### src/rtl/audio_sample_writer.sv
// Producer side of the circular sample buffer: synchronises the source strobe, writes each sample
// once, and announces every 2W-sample analysis window to the consumer with a valid/ack handshake.
module audio_sample_writer #(
  parameter int unsigned BUFFER_SIZE_BITS = 10,
  parameter int unsigned DATA_WIDTH_BITS  = 16,
  parameter int unsigned WINDOW_SIZE_BITS = 8,
  parameter int unsigned HOP_SIZE_BITS    = 6
) (
  input  logic                        clk,
  input  logic                        reset,
  input  logic [DATA_WIDTH_BITS-1:0]  audio,
  input  logic                        data_ready,
  output logic [BUFFER_SIZE_BITS-1:0] address,
  output logic [DATA_WIDTH_BITS-1:0]  data_in,
  output logic                        write,
  output logic                        window_valid,
  output logic [BUFFER_SIZE_BITS-1:0] window_start,
  input  logic                        window_ack,
  output logic                        overrun,
  output logic                        primed
);

  localparam int unsigned FillW = WINDOW_SIZE_BITS + 2;
  localparam int unsigned HopW  = (HOP_SIZE_BITS > 0) ? HOP_SIZE_BITS : 1;

  localparam logic [FillW-1:0]            FillTarget = FillW'(1) << (WINDOW_SIZE_BITS + 1);
  localparam logic [HopW:0]               HopLen     = (HopW + 1)'(1) << HOP_SIZE_BITS;
  localparam logic [BUFFER_SIZE_BITS-1:0] Span       =
      BUFFER_SIZE_BITS'(1) << (WINDOW_SIZE_BITS + 1);

  typedef enum logic {StFill, StRun} state_e;

  state_e                      state_q, state_d;
  logic                        s1_q, s2_q, s3_q;
  logic [BUFFER_SIZE_BITS-1:0] wr_ptr_q, wr_ptr_d;
  logic [FillW-1:0]            fill_cnt_q, fill_cnt_d;
  logic [HopW-1:0]             hop_cnt_q, hop_cnt_d;
  logic [BUFFER_SIZE_BITS-1:0] address_q, address_d;
  logic [DATA_WIDTH_BITS-1:0]  data_in_q, data_in_d;
  logic                        write_q, write_d;
  logic                        valid_q, valid_d;
  logic [BUFFER_SIZE_BITS-1:0] start_q, start_d;
  logic                        overrun_q, overrun_d;

  logic                        accept;
  logic                        issue;
  logic [FillW-1:0]            fill_next;
  logic [HopW:0]               hop_next;
  logic [BUFFER_SIZE_BITS-1:0] new_start;

  // Rising edge of the synchronised strobe: one accept per data_ready pulse.
  assign accept    = s2_q & ~s3_q;
  // Oldest sample of the window ending with the sample being written this cycle.
  assign new_start = wr_ptr_q + BUFFER_SIZE_BITS'(1) - Span;

  always_ff @(posedge clk or posedge reset) begin
    if (reset) begin
      state_q    <= StFill;
      s1_q       <= 1'b0;
      s2_q       <= 1'b0;
      s3_q       <= 1'b0;
      wr_ptr_q   <= '0;
      fill_cnt_q <= '0;
      hop_cnt_q  <= '0;
      address_q  <= '0;
      data_in_q  <= '0;
      write_q    <= 1'b0;
      valid_q    <= 1'b0;
      start_q    <= '0;
      overrun_q  <= 1'b0;
    end else begin
      state_q    <= state_d;
      s1_q       <= data_ready;
      s2_q       <= s1_q;
      s3_q       <= s2_q;
      wr_ptr_q   <= wr_ptr_d;
      fill_cnt_q <= fill_cnt_d;
      hop_cnt_q  <= hop_cnt_d;
      address_q  <= address_d;
      data_in_q  <= data_in_d;
      write_q    <= write_d;
      valid_q    <= valid_d;
      start_q    <= start_d;
      overrun_q  <= overrun_d;
    end
  end

  always_comb begin
    state_d    = state_q;
    wr_ptr_d   = wr_ptr_q;
    fill_cnt_d = fill_cnt_q;
    hop_cnt_d  = hop_cnt_q;
    address_d  = address_q;
    data_in_d  = data_in_q;
    write_d    = 1'b0;
    valid_d    = valid_q;
    start_d    = start_q;
    overrun_d  = overrun_q;
    issue      = 1'b0;
    fill_next  = fill_cnt_q + FillW'(1);
    hop_next   = {1'b0, hop_cnt_q} + (HopW + 1)'(1);

    if (accept) begin
      data_in_d = audio;
      address_d = wr_ptr_q;
      write_d   = 1'b1;
      wr_ptr_d  = wr_ptr_q + BUFFER_SIZE_BITS'(1);
      unique case (state_q)
        StFill: begin
          fill_cnt_d = fill_next;
          if (fill_next == FillTarget) begin
            state_d   = StRun;
            hop_cnt_d = '0;
            issue     = 1'b1;
          end
        end
        StRun: begin
          if (hop_next == HopLen) begin
            hop_cnt_d = '0;
            issue     = 1'b1;
          end else begin
            hop_cnt_d = hop_next[HopW-1:0];
          end
        end
      endcase
    end

    // A pending unacked window wins; a colliding new one is dropped and flagged.
    if (issue) begin
      if (!valid_q || window_ack) begin
        valid_d = 1'b1;
        start_d = new_start;
      end else begin
        overrun_d = 1'b1;
      end
    end else if (window_ack) begin
      valid_d = 1'b0;
    end
  end

  assign address      = address_q;
  assign data_in      = data_in_q;
  assign write        = write_q;
  assign window_valid = valid_q;
  assign window_start = start_q;
  assign overrun      = overrun_q;
  assign primed       = (state_q == StRun);

endmodule
### config.mk
export PLATFORM = sky130hd
export DESIGN_NAME = audio_sample_writer
export DESIGN_NICKNAME = d
export VERILOG_FILES = /design/src/rtl/audio_sample_writer.sv
export SDC_FILE = /design/constraint.sdc
export NUM_CORES = 1
export LEC_CHECK = 0
export BUFFER_PORTS_ARGS = -buffer_cell sky130_fd_sc_hd__buf_2
export CAP_MARGIN = 10
export CORE_UTILIZATION = 40
export CTS_BUF_LIST = sky130_fd_sc_hd__clkbuf_4
export CTS_CLUSTER_DIAMETER = 100
export DETAILED_ROUTE_END_ITERATION = 10
export PLACE_DENSITY = 0.59
export SYNTH_ARGS = -nofsm -noshare
export SYNTH_HDL_FRONTEND = slang
export SYNTH_SLANG_ARGS = --single-unit
### constraint.sdc
create_clock -name clk -period 5.25 [get_ports clk]
set_input_delay 0.2625 -clock clk [delete_from_list [all_inputs] [get_ports clk]]
set_output_delay 0.2625 -clock clk [all_outputs]
set_load 0.05 [all_outputs]
== After elaboration in Yosys (flattened, before gate mapping) ==
Index checks and enable logic that the tools add are counted.

* Register bits after elaboration: 69
* Logic and storage cells: 45

* Add/sub/neg operators: 4
* Equality and inequality tests: 4
* Bitwise operators: 4
* Reduce and logical (&&, ||, !) cells: 8
* Muxes and demuxes: 12

{| class="wikitable"
|+ Operator list
! operator !! count
|-
| adder 10 x 1 -> 10 bit (second input constant) || 2
|-
| two-way mux 6 bit || 2
|-
| one-hot mux 6 bit (2 select lines) || 1
|-
| == test 10 bit (second input constant) || 1
|-
| AND reduction 2 bit || 5
|-
| subtractor 10 bit (second input constant) || 1
|-
| two-way mux 1 bit || 8
|-
| adder 6 x 1 -> 7 bit (second input constant) || 1
|-
| == test 7 bit (second input constant) || 1
|-
| NOT 1 bit || 3
|-
| != test 2 x 1 -> 1 bit (second input constant) || 1
|-
| != test 2 bit (second input constant) || 1
|-
| one-hot mux 1 bit (2 select lines) || 1
|-
| nonzero test 2 bit || 1
|-
| bitwise AND 1 bit || 1
|-
| zero test 1 bit || 1
|-
| logical OR 1 bit || 1
|}

== Longest topological paths before layout ==
* Depth in word-level cells: 7
* Gate-level depth with buffers: 8
* Depth with buffers taken out: 6

== Worst setup path after synthesis ==
OpenSTA, ideal clock, no wires.

* Kind: flip-flop to flip-flop
* Start point: register fill_cnt_q[1]
* End point: register start_q[1] (netlist: window_start[1])
* Cell stages (with the launch flop): 7
* Clock period less this slack: 2.314 ns
* Data arrival time: 2.190 ns
* Required time: 5.125 ns
* Path buffers: 0
* Path slack: 2.936 ns
* Library setup time: 0.125 ns
* Cell sequence: dfrtp_1 ha_1 and4b_1 o211a_1 o211ai_1 o41ai_4 mux2_2

* Cells in the longest elaborated chain, start to end: 6

{| class="wikitable"
|+ RTL lines
! what !! line !! text
|-
| start: declaration || 36 || <nowiki>logic [FillW-1:0] fill_cnt_q, fill_cnt_d;</nowiki>
|-
| start signal: assignment || 77 || <nowiki>fill_cnt_q <= fill_cnt_d;</nowiki>
|-
| adder 10 x 1 -> 10 bit || 100 || <nowiki>fill_next = fill_cnt_q + FillW'(1);</nowiki>
|-
| == test 10 bit || 111 || <nowiki>if (fill_next == FillTarget) begin</nowiki>
|-
| two-way mux 1 bit || 111 ||
|-
| one-hot mux 1 bit (2 select lines) || 108 || <nowiki>unique case (state_q)</nowiki>
|-
| two-way mux 1 bit || 103 || <nowiki>if (accept) begin</nowiki>
|-
| AND reduction 2 bit (no line) || n/a ||
|-
| end signal: assignment || 83 || <nowiki>start_q <= start_d;</nowiki>
|-
| end: declaration || 42 || <nowiki>logic [BUFFER_SIZE_BITS-1:0] start_q, start_d;</nowiki>
|}

Every way passes these cells.
A chain may end at the register's enable or synchronous reset.

== Final worst setup path ==
* Start point: register fill_cnt_q[0]
* End point: register start_q[7] (netlist: window_start[7])

Same word-level chain as after synthesis.

==> reports/metrics.sh <==
CRIT_PATH_CELL_TRACE='ha_1 -> and4b_1 -> o211a_1 -> o211ai_1 -> o41ai_4 -> mux2_2'
DETAILED_ROUTE_DRC_ERROR_COUNT=0
CLK_ROOT_BUFFER_CELL='clkbuf_4'
P_LEAK_nW=1.93
SETUP-TNS-FINAL_PS=0
SYNTH.AREA.TOP_CELLS='dfrtp_1 (58%), nand2_1 (12%), xor2_1 (4.1%), xnor2_1 (3.5%), mux2_2 (3.4%)'
SYNTH_AREA_UM2=3000
HOLD_BUFFERS=1
DIE_HEIGHT_UM=88.5
POWER-PER-CELL-AREA_nW_PER_UM2=377
ROUTED_VIA_DENSITY=4.79
GR-USAGE-MET1=0.220
SYNTH-EDFF-COUNT=0
BUFFER_PORTS.INSERTED=59
CTSHTREEMAXLEVEL=3
DRT_WL_TOTAL_MM=5.62
GRTUSAGETOTAL=0.164
GROUTE.LAYER.MET3.USAGE=0.0410
POST_CTS_RESIZED=0
NETLIST.TOP_CELL.BY_AREA='dfrtp_1'
MIN-DELAY-PATH-CLASS='in -> reg'
YOSYSUNIQUECELLTYPES=38
SETUP_VIOL=0
DR.FIRST_ITER.DRC_COUNT=132
NETLIST_INSTANCES=288
SETUP.WORST_PATH.START='fill_cnt_q[0]$_DFFE_PP0P_'
TIMING.CRITICAL_PATH.REQUIRED_PS=5560
CLKSLEWWORSTSETUPHOLDPATHS_PS=110
MAX_SLEW.WORST_PIN.SLEW_PS=839
NUMCLOCKSINKS=69
DETAIL_ROUTE.FIRST_PASS.ITERATIONS=4
NUMCTSBUFFERS=9
FINAL.SETUP_SKEW_PS=13.2
POST-CTS-SETUP-BUFFERS=0
SYNTH_COMMONEST_CELLS='nand2_1 (93), dfrtp_1 (69), xor2_1 (14)'
FP.DIEAREA_UM2=7840
GLOBAL_ROUTE.PEAK_USAGE_LAYER='met2'
TIMING.FINAL.HOLD_VIOLATIONS=0
P_INT_W=0.000863
PROPORTION_OF_LAYOUT_CELLS_WITH_A_DRIVE_SUFFIX_ABOVE_1=0.253
TOTAL_SWITCHING_POWER_W=0.000471
DETAILEDPLACEMENTHPWL_MM=3.71
YOSYSSEQAREASHARE=0.576
COUNT_OF_BUFFERING_CELLS_ON_THE_CRITICAL_PATH_WITH_INVERTERS_INCLUDED=0
FINAL-MAX-SLEW-VIOLATION-COUNT=0
START_UTIL=0.413
TIMING.FINAL.CRIT_PERIOD_PS=2700
CLK_PATH_BUF_DEPTH=2
POST-PLACE-WS_PS=2510
CAP_VIOL_MAX_COUNT=0
WORSTSKEWPAIRLATENCY_PS=410
P_SW_FRAC=0.353
PERIOD_UTILIZATION=0.514
GLOBAL_ROUTE_WIRE_LENGTH_BEFORE_REPAIR_MM=9.58
LARGEST_NET_DEGREE_AT_THE_START_OF_GLOBAL_ROUTING=70
SYNTH_TOP_CELL_AREA_SHARE=0.576
CHIP_WIDTH_UM=88.5
CRITICAL-PATH-TOP-DELAY-FAMILY='compound AO/OA/AOI/OAI gates'
COMBINATIONAL_GROUP_SHARE_OF_TOTAL_POWER=0.231
GLOBAL_ROUTE.USAGE.MET2=0.238
SLEW_HEADROOM=0.440
SYNTHTOLAYOUTAREAGROWTH_PCT=18.1
HP-START='audio[9]'
CP.ARRIVAL_PS=3000
GRT_ANTENNA_BEFORE_REPAIR=0
UNREPAIRED_SETUP_ENDPOINTS_AFTER_GLOBAL_ROUTING='no'
SYNTHESIS.YOSYS.WARNINGS=0
GLOBALROUTEOVERFLOWTOTAL=0
ASR_FLOP_RATIO_SYNTH=1.00
POWER.SHARE.CLOCK=0.253
POWER.SEQUENTIAL.FRACTION=0.516
TIMING.CRITICAL_PATH.FANOUT_MAX=10
TIMING.SETUP.CRITICAL_PATH_CLASS='reg -> reg'
YS_DOMINANT_REG_CELL='dfrtp_1'
PLACEMENTROWS=31
PEAKVDDDROP_mV=0.190
WORST_PATH_LARGEST_CELL_DELAY_PS=770
CORE_UM2=7250
REG2REG_FROM='fill_cnt_q[0]$_DFFE_PP0P_'
TIMING.CRITICAL_PATH.SLOWEST_STAGE_CELL='o41ai_4'
RUN_STATUS='completed'
ROUTE.VIAS.TOTAL=2181
NNETSFINAL=375
TRITONCTS_CLOCK_TREE='built'
YOSYS_REGISTER_BITS=69
IO-PIN-COUNT=60
SYNTH_AREA_PER_CELL_UM2=10.4
N_ANTENNA_CELL=0
ANTENNA_VIOLATING_NETS_POST_ROUTE=0
ROUTABILITYCONGESTION=0.793
CRITPATHLAUNCHTYPE='register'
FIRST_GLOBAL_VIAS=2070
DETAIL_ROUTE.WL_PER_CELL_UM=12.3
SETUP_WS_PS=2550
ACHIEVABLE-FREQUENCY_GHz=0.371
TIMING.CRITICAL_PATH.TO_TYPE='register'
SYNTH_FP_NETS=312
YOSYSMOSTFREQUENTCELL='nand2_1'
==> cell usage in the layout, fill, tap and decap left out, types with 2 or more instances in the layout <==
| cell | instances |
|---|---|
| ha_1 | 4 |
| xor2_1 | 14 |
| nand3_1 | 8 |
| a31oi_1 | 2 |
| clkinv_1 | 2 |
| a21oi_1 | 5 |
| buf_4 | 3 |
| o21ai_0 | 3 |
| nand4_1 | 3 |
| nor2_1 | 9 |
| clkbuf_4 | 12 |
| buf_2 | 59 |
| nand2_1 | 93 |
| o211ai_1 | 2 |
| mux2i_1 | 4 |
| clkinvlp_4 | 2 |
| dfrtp_1 | 69 |
| inv_1 | 2 |
| and4_1 | 3 |
| nor3_1 | 3 |
| xnor2_1 | 12 |
| and3_1 | 10 |
| nand2b_1 | 5 |
| mux2_2 | 9 |
==> worst register-to-register path, stage by stage, from the launching register on <==
cell      delay, ps
dfrtp_1         520
ha_1            310
and4b_1         220
o211a_1         160
o211ai_1        210
o41ai_4         770
mux2_2          420
==> power groups by stage <==
stage          sequential (W)  clock (W)  combinational [W]
2_1_floorplan        0.000787          0           0.000140
3_3_place_gp         0.000694          0           0.000306
3_5_place_dp         0.000698          0           0.000311
4_1_cts              0.000688   0.000356           0.000312
5_1_grt              0.000703   0.000374           0.000339
6_report             0.000688   0.000337           0.000308
==> path summary, 6_finish.rpt <==
path	end	slack, ps	cells past startpoint
max	window_start[7]$_DFFE_PP0P_	2550	6
min	data_in[9]$_DFFE_PP0P_	30	3
max reg2reg	window_start[7]$_DFFE_PP0P_	2550	6
min reg2reg	s2_q$_DFF_PP0_	360	0
max in group asynchronous	primed$_DFFE_PP0P_	4610	3
min in group asynchronous	data_in[9]$_DFFE_PP0P_	80	3
==> layer usage <==
metal / up-vias / part of all wire
met3: 13 / 0.039
met4: 0 / 0.033
met2: 49 / 0.43
met1: 1035 / 0.49
li1: 1084 / -
met5: - / 0
==> area by class of cell <==
type | instances | area (um^2)
fillers | 703 | 3710
flip-flops and latches | 69 | 1730
multi-input cells | 204 | 1210
repair buffers | 63 | 328
well taps | 99 | 124
clock buffers | 12 | 90.1
clock inverters | 4 | 48.8
inverters | 4 | 15.0
==> state kept, by name, indices dropped and copies added (netlist names) <==
| signal | flops |
|---|---|
| hop_cnt_q | 6 |
| overrun | 1 |
| primed | 1 |
| data_in | 16 |
| address | 10 |
| fill_cnt_q | 10 |
| s3_q | 1 |
| window_valid | 1 |
| wr_ptr_q | 10 |
| s2_q | 1 |
| s1_q | 1 |
| write | 1 |
| window_start | 10 |
==> stage by stage <==
| step | utilization | cells | instance area, um^2 | hold WS (ps) | power, W |
|---|---|---|---|---|---|
| after CTS | 0.488 | 455 | 3540 | 3.22 | 0.00136 |
| after global placement | 0.467 | 438 | 3390 | 334 | 0.00100 |
| after floorplan | - | 288 | 3000 | 294 | 0.000926 |
| after global routing | 0.488 | 455 | 3540 | 15.4 | 0.00142 |
| final | 0.488 | 455 | 3540 | 34.3 | 0.00133 |
| after detailed placement | 0.467 | 438 | 3390 | 336 | 0.00101 |
==> kinds of logic after synthesis <==
group,share of synthesized area
adder cells (fa/ha/maj),0.0167
AO/OA/AOI/OAI,0.0518
AND/OR/NAND/NOR,0.211
flip-flops,0.576
buffers and inverters,0.0209
XOR/XNOR,0.0760
multiplexers,0.0472
Power figures use the tool's default switching activity.
